`config.mk`:
```
export PLATFORM = sky130hd
export DESIGN_NAME = pixel_array_ctrl
export DESIGN_NICKNAME = d
export VERILOG_FILES = /design/src/rtl/pixel_array_ctrl.sv
export SDC_FILE = /design/constraint.sdc
export NUM_CORES = 1
export LEC_CHECK = 0
export CAP_MARGIN = 20
export CORE_ASPECT_RATIO = 1.1
export CORE_MARGIN = 2
export CORE_UTILIZATION = 37
export CTS_CLUSTER_SIZE = 24
export DETAILED_ROUTE_END_ITERATION = 6
export GPL_TIMING_DRIVEN = 1
export PLACE_DENSITY_LB_ADDON = 0.15
export SETUP_SLACK_MARGIN = 0.3
export SYNTH_ARGS = -nofsm -noshare
export SYNTH_HDL_FRONTEND = slang
export SYNTH_SLANG_ARGS = --single-unit
```
`constraint.sdc`:
```
create_clock -name clk -period 2.2 [get_ports clk]
set_input_delay 0.44 -clock clk [delete_from_list [all_inputs] [get_ports clk]]
set_output_delay 0.44 -clock clk [all_outputs]
set_load 0.03 [all_outputs]
```
`src/rtl/pixel_array_ctrl.sv`:
```
// rtl/pixel_array_ctrl.sv - frame sequencer for the pixel sensor array
// Runs erase, expose and a 256-step conversion, then streams rows out over valid/ready.
module pixel_array_ctrl #(
  parameter int H        = 4,
  parameter int W        = 4,
  parameter int C_ERASE  = 5,
  parameter int C_EXPOSE = 255,
  localparam int RW      = (H > 1) ? $clog2(H) : 1
) (
  input  logic               clk,
  input  logic               reset,
  input  logic               start,
  input  logic               row_ready,
  input  logic [8*W*H-1:0]   DATA_IN,
  output logic               ERASE,
  output logic               EXPOSE,
  output logic               CONVERT,
  output logic [7:0]         CNT,
  output logic               CNT_OE,
  output logic [H-1:0]       READBUS,
  output logic [8*W-1:0]     row_data,
  output logic [RW-1:0]      row_idx,
  output logic               row_valid,
  output logic               frame_done,
  output logic               busy
);

  typedef enum logic [2:0] {
    S_IDLE, S_ERASE, S_EXPOSE, S_CONV, S_RSETTLE, S_RVALID
  } state_e;

  localparam logic [15:0]   ERASE_LAST  = 16'(C_ERASE - 1);
  localparam logic [15:0]   EXPOSE_LAST = 16'(C_EXPOSE - 1);
  localparam logic [RW-1:0] LAST_ROW    = RW'(H - 1);

  state_e           state_q, state_d;
  logic [15:0]      phase_q, phase_d;
  logic [7:0]       cnt_q, cnt_d;
  logic [RW-1:0]    r_q, r_d;
  logic [8*W-1:0]   row_data_q, row_data_d;
  logic [RW-1:0]    row_idx_q, row_idx_d;
  logic             frame_done_q, frame_done_d;

  always_ff @(posedge clk or posedge reset) begin
    if (reset) begin
      state_q      <= S_IDLE;
      phase_q      <= '0;
      cnt_q        <= '0;
      r_q          <= '0;
      row_data_q   <= '0;
      row_idx_q    <= '0;
      frame_done_q <= 1'b0;
    end else begin
      state_q      <= state_d;
      phase_q      <= phase_d;
      cnt_q        <= cnt_d;
      r_q          <= r_d;
      row_data_q   <= row_data_d;
      row_idx_q    <= row_idx_d;
      frame_done_q <= frame_done_d;
    end
  end

  always_comb begin
    state_d      = state_q;
    phase_d      = phase_q;
    cnt_d        = cnt_q;
    r_d          = r_q;
    row_data_d   = row_data_q;
    row_idx_d    = row_idx_q;
    frame_done_d = 1'b0;
    case (state_q)
      S_IDLE: begin
        if (start) begin
          state_d = S_ERASE;
          phase_d = '0;
        end
      end
      S_ERASE: begin
        if (phase_q == ERASE_LAST) begin
          state_d = S_EXPOSE;
          phase_d = '0;
        end else begin
          phase_d = phase_q + 16'd1;
        end
      end
      S_EXPOSE: begin
        if (phase_q == EXPOSE_LAST) begin
          state_d = S_CONV;
          phase_d = '0;
          cnt_d   = '0;
        end else begin
          phase_d = phase_q + 16'd1;
        end
      end
      S_CONV: begin
        // The count saturates the phase; it is cleared on exit rather than wrapping.
        if (cnt_q == 8'hFF) begin
          state_d = S_RSETTLE;
          cnt_d   = '0;
          r_d     = '0;
        end else begin
          cnt_d = cnt_q + 8'd1;
        end
      end
      S_RSETTLE: begin
        row_data_d = DATA_IN[8*W*int'(r_q) +: 8*W];
        row_idx_d  = r_q;
        state_d    = S_RVALID;
      end
      S_RVALID: begin
        if (row_ready) begin
          if (r_q == LAST_ROW) begin
            state_d      = S_IDLE;
            r_d          = '0;
            frame_done_d = 1'b1;
          end else begin
            r_d     = r_q + RW'(1);
            state_d = S_RSETTLE;
          end
        end
      end
      default: state_d = S_IDLE;
    endcase
  end

  // Outputs decode registered state only, so CNT_OE and READBUS can never overlap.
  always_comb begin
    ERASE      = 1'b0;
    EXPOSE     = 1'b0;
    CONVERT    = 1'b0;
    CNT_OE     = 1'b0;
    READBUS    = '0;
    row_valid  = 1'b0;
    busy       = (state_q != S_IDLE);
    CNT        = cnt_q;
    row_data   = row_data_q;
    row_idx    = row_idx_q;
    frame_done = frame_done_q;
    case (state_q)
      S_ERASE:   ERASE = 1'b1;
      S_EXPOSE:  EXPOSE = 1'b1;
      S_CONV: begin
        CONVERT = 1'b1;
        CNT_OE  = 1'b1;
      end
      S_RSETTLE: READBUS = H'(1) << r_q;
      S_RVALID: begin
        READBUS   = H'(1) << r_q;
        row_valid = 1'b1;
      end
      default: ;
    endcase
  end

endmodule

```
==> results.cfg <==
[floorplanning]
start_util_pct = 37.6
core_sq_um = 10200
fp-row-count = 39
dieArea_sq_um = 11200
pin_count = 185
die_h_um = 111
die_w_um = 101

[clock_tree]
clk_path_buf_depth = 2
clock-sinks = 64
root_buffer = clkbuf_16
clock_latency_ns = 0.32
cts_tree = built
clk_pin_slew_worst_paths_ns = 0.05
cts_buffers = 9
cts_max_level = 3

[layout]
antenna_cells = 0
area_growth_pct = 75.3
most-common-layout-cells = clkdlybuf4s50_1, dfrtp_1, buf_4
stdcell_area_sq_um = 6750
drive_above_1_share_pct = 32.3
final_util_pct = 65.9
fillCellCount = 802
final_common_cell = clkdlybuf4s50_1
fin_nets = 700

[sta]
max_slew_margin_pct = 66.4
setup_viol = 4
period_share_pct = 102
tightest_slew_ns = 0.503
drv_slew = 0
timing.final.ws_setup_ns = -0.0457
min_period_ns = 2.25
rsz0062_at_grt = yes
hold_viol = 0
clock.fmax_ghz = 0.445
skew_ns = 0.00477

[critical_path]
crit_fanout = 3
worst_ep_required_time_ns = 2.41
reg2reg_from = phase_q[11]$_DFFE_PP0P_
reg2regPathDepth = 6
cp-start-kind = register
critPathArrivalTime_ns = 2.46
cp-end-kind = register
criticalPathCategory = register to register
reg2reg_to = phase_q[4]$_DFFE_PP0P_
reg2reg_slack_ns = -0.05

[synthesis]
synth_area_sq_um = 3850
synth_cell_type_count = 45
ys_seq_area_share_pct = 41.6
synth_xor_area_share_pct = 1.14
synth_edf_count = 0
synth_ff_type = dfrtp_1
syn_nets = 465
synth.mux.area_fraction_pct = 28.7
ys_seq_elements = 64
yosys_warnings = 0
yosys.area_share.simple_pct = 12.3
synth_cells = 325
synth_area_per_cell_sq_um = 11.8
async_flop_share_pct = 100
synth_top_family_by_area = multiplexers
synth-adder-area-share_pct = 2.60
synth_compound_area_share_pct = 10.1

[routing]
avgViaCountPerCell = 5.25
drt_iter0_drc = 91
routedWlPerCell_um = 18.8
drcViolationCount = 0
final_antenna_net_count = 0
dr.pass1.iters = 4
wirelength_um = 12900
vias = 3607

[status]
violations = negative setup slack
status = finished, violations left

[global_route]
grt_max_degree = 35
grt_pass1_vias = 3723
grt_usage_pct = 22.8
antenna_found_initial = 0
grt_pass1_wl_um = 19600
grt_overflow = 0

[power_and_ir_drop]
irDropWorstVdd_mv = 0.618
power_density_nw_per_um2 = 1270
p_total_mw = 8.55
p_leak_nw = 2.82

[placement]
io_buffer_count = 184
gp_congestion = 0.824
hpwl_um = 9630
placed_area_sq_um = 6040

[min_path]
hold_depth = 1
hp-class = register to register
worstHoldStart = row_data[26]$_DFFE_PP0P_
hold_end = row_data[26]$_DFFE_PP0P_

[flow_run]
max_cap_viol_count = 0
-- worst max-delay path by stage --
stage	start	endpoint	slack (ns)
after detailed placement	phase_q[12]$_DFFE_PP0P_	phase_q[5]$_DFFE_PP0P_	-0.07
final	phase_q[11]$_DFFE_PP0P_	phase_q[4]$_DFFE_PP0P_	-0.05
after global routing	phase_q[11]$_DFFE_PP0P_	phase_q[4]$_DFFE_PP0P_	-0.12
after CTS	phase_q[8]$_DFFE_PP0P_	phase_q[2]$_DFFE_PP0P_	-0.06
after floorplan	phase_q[0]$_DFFE_PP0P_	phase_q[4]$_DFFE_PP0P_	-0.02
after global placement	phase_q[12]$_DFFE_PP0P_	phase_q[8]$_DFFE_PP0P_	-0.02
-- area by class of cell --
class	instances	area (sq um)	share of cell area, %
Clock inverter	3	42.5	0.630
Sequential cell	64	1600	23.7
Tap cell	123	154	2.28
Clock buffer	12	246	3.65
Inverter	12	53.8	0.797
Multi-Input combinational cell	229	2220	32.9
Timing Repair Buffer	244	2430	35.9
-- registers in the layout, summed over array words and instances, names as in the netlist --
name / flops
row_data: 32
phase_q: 16
CNT: 8
state_q: 3
r_q: 2
row_idx: 2
frame_done: 1
-- Yosys cell counts, types with 2 or more instances --
library cell	count	area, sq um
a21oi_1	12	60.1
a22o_1	5	43.8
a31oi_1	6	37.5
and2_1	7	43.8
and3_1	3	18.8
buf_1	4	15.0
buf_2	2	10.0
buf_6	2	22.5
clkbuf_1	11	41.3
dfrtp_1	64	1600
ha_1	8	100
inv_1	12	45.0
mux2_2	34	383
mux4_2	32	721
nand2_1	21	78.8
nand3_1	10	50.1
nand4_1	6	37.5
nor2_1	14	52.6
nor2b_1	8	50.1
nor3_1	4	20.0
nor4_1	2	12.5
o21ai_0	22	110
o21ai_1	4	20.0
o31ai_1	2	15.0
o41ai_1	2	17.5
or3_1	3	18.8
or4_1	2	15.0
or4_4	3	33.8
xnor2_1	3	26.3
xor2_1	2	17.5
-- routing by layer --
layer  wire (um)  GRT usage (%)  share of wire [%]  up-vias
li1            -              -                  -     1702
met1        5010           26.3                 39     1774
met2        6530           39.7                 51      114
met3        1060           6.05                8.2       17
met4         316           9.10                2.4        0
met5           0              0                  0        -
-- worst max-delay path: stages, from the launching register on --
cell,delay [ns]
dfrtp_1,0.39
or4_4,0.55
or4_4,0.55
a22oi_2,0.23
buf_4,0.17
o21ai_2,0.06
a22o_1,0.19
-- cell families after synthesis --
| group | after synthesis |
|---|---|
| muxes | 66 |
| DFF | 64 |
| and+or+nand+nor | 88 |
| xor gates and xnor gates | 5 |
| AOI/OAI and AO/OA | 62 |
| adders and majority gates | 8 |
| buffers and inverters | 32 |
-- repair_timing --
action	CTS	global route
pin swaps	5	4
gates resized for setup	65	13
hold buffers	0	0
setup endpoints to repair	35	37
setup buffers	14	11
gates cloned	2	0
-- power breakdown --
| group | switching [mW] | total, mW | internal [mW] |
|---|---|---|---|
| Sequential | 0.274 | 1.90 | 1.63 |
| Combinational | 2.54 | 5.25 | 2.71 |
| Clock | 0.497 | 1.40 | 0.900 |
| Total | 3.31 | 8.55 | 5.23 |
-- metrics by stage --
stage          cells  TNS (ns)  hold slack (ns)  setup WS (ns)
6_report         687    -0.153            0.503        -0.0457
5_1_grt          687    -0.631            0.519         -0.119
3_5_place_dp     645    -0.265            0.495        -0.0692
3_3_place_gp     645   -0.0361            0.490        -0.0182
2_1_floorplan    325   -0.0600            0.474        -0.0200
4_1_cts          676    -0.178            0.506        -0.0627
Power figures use the tool's default switching activity.
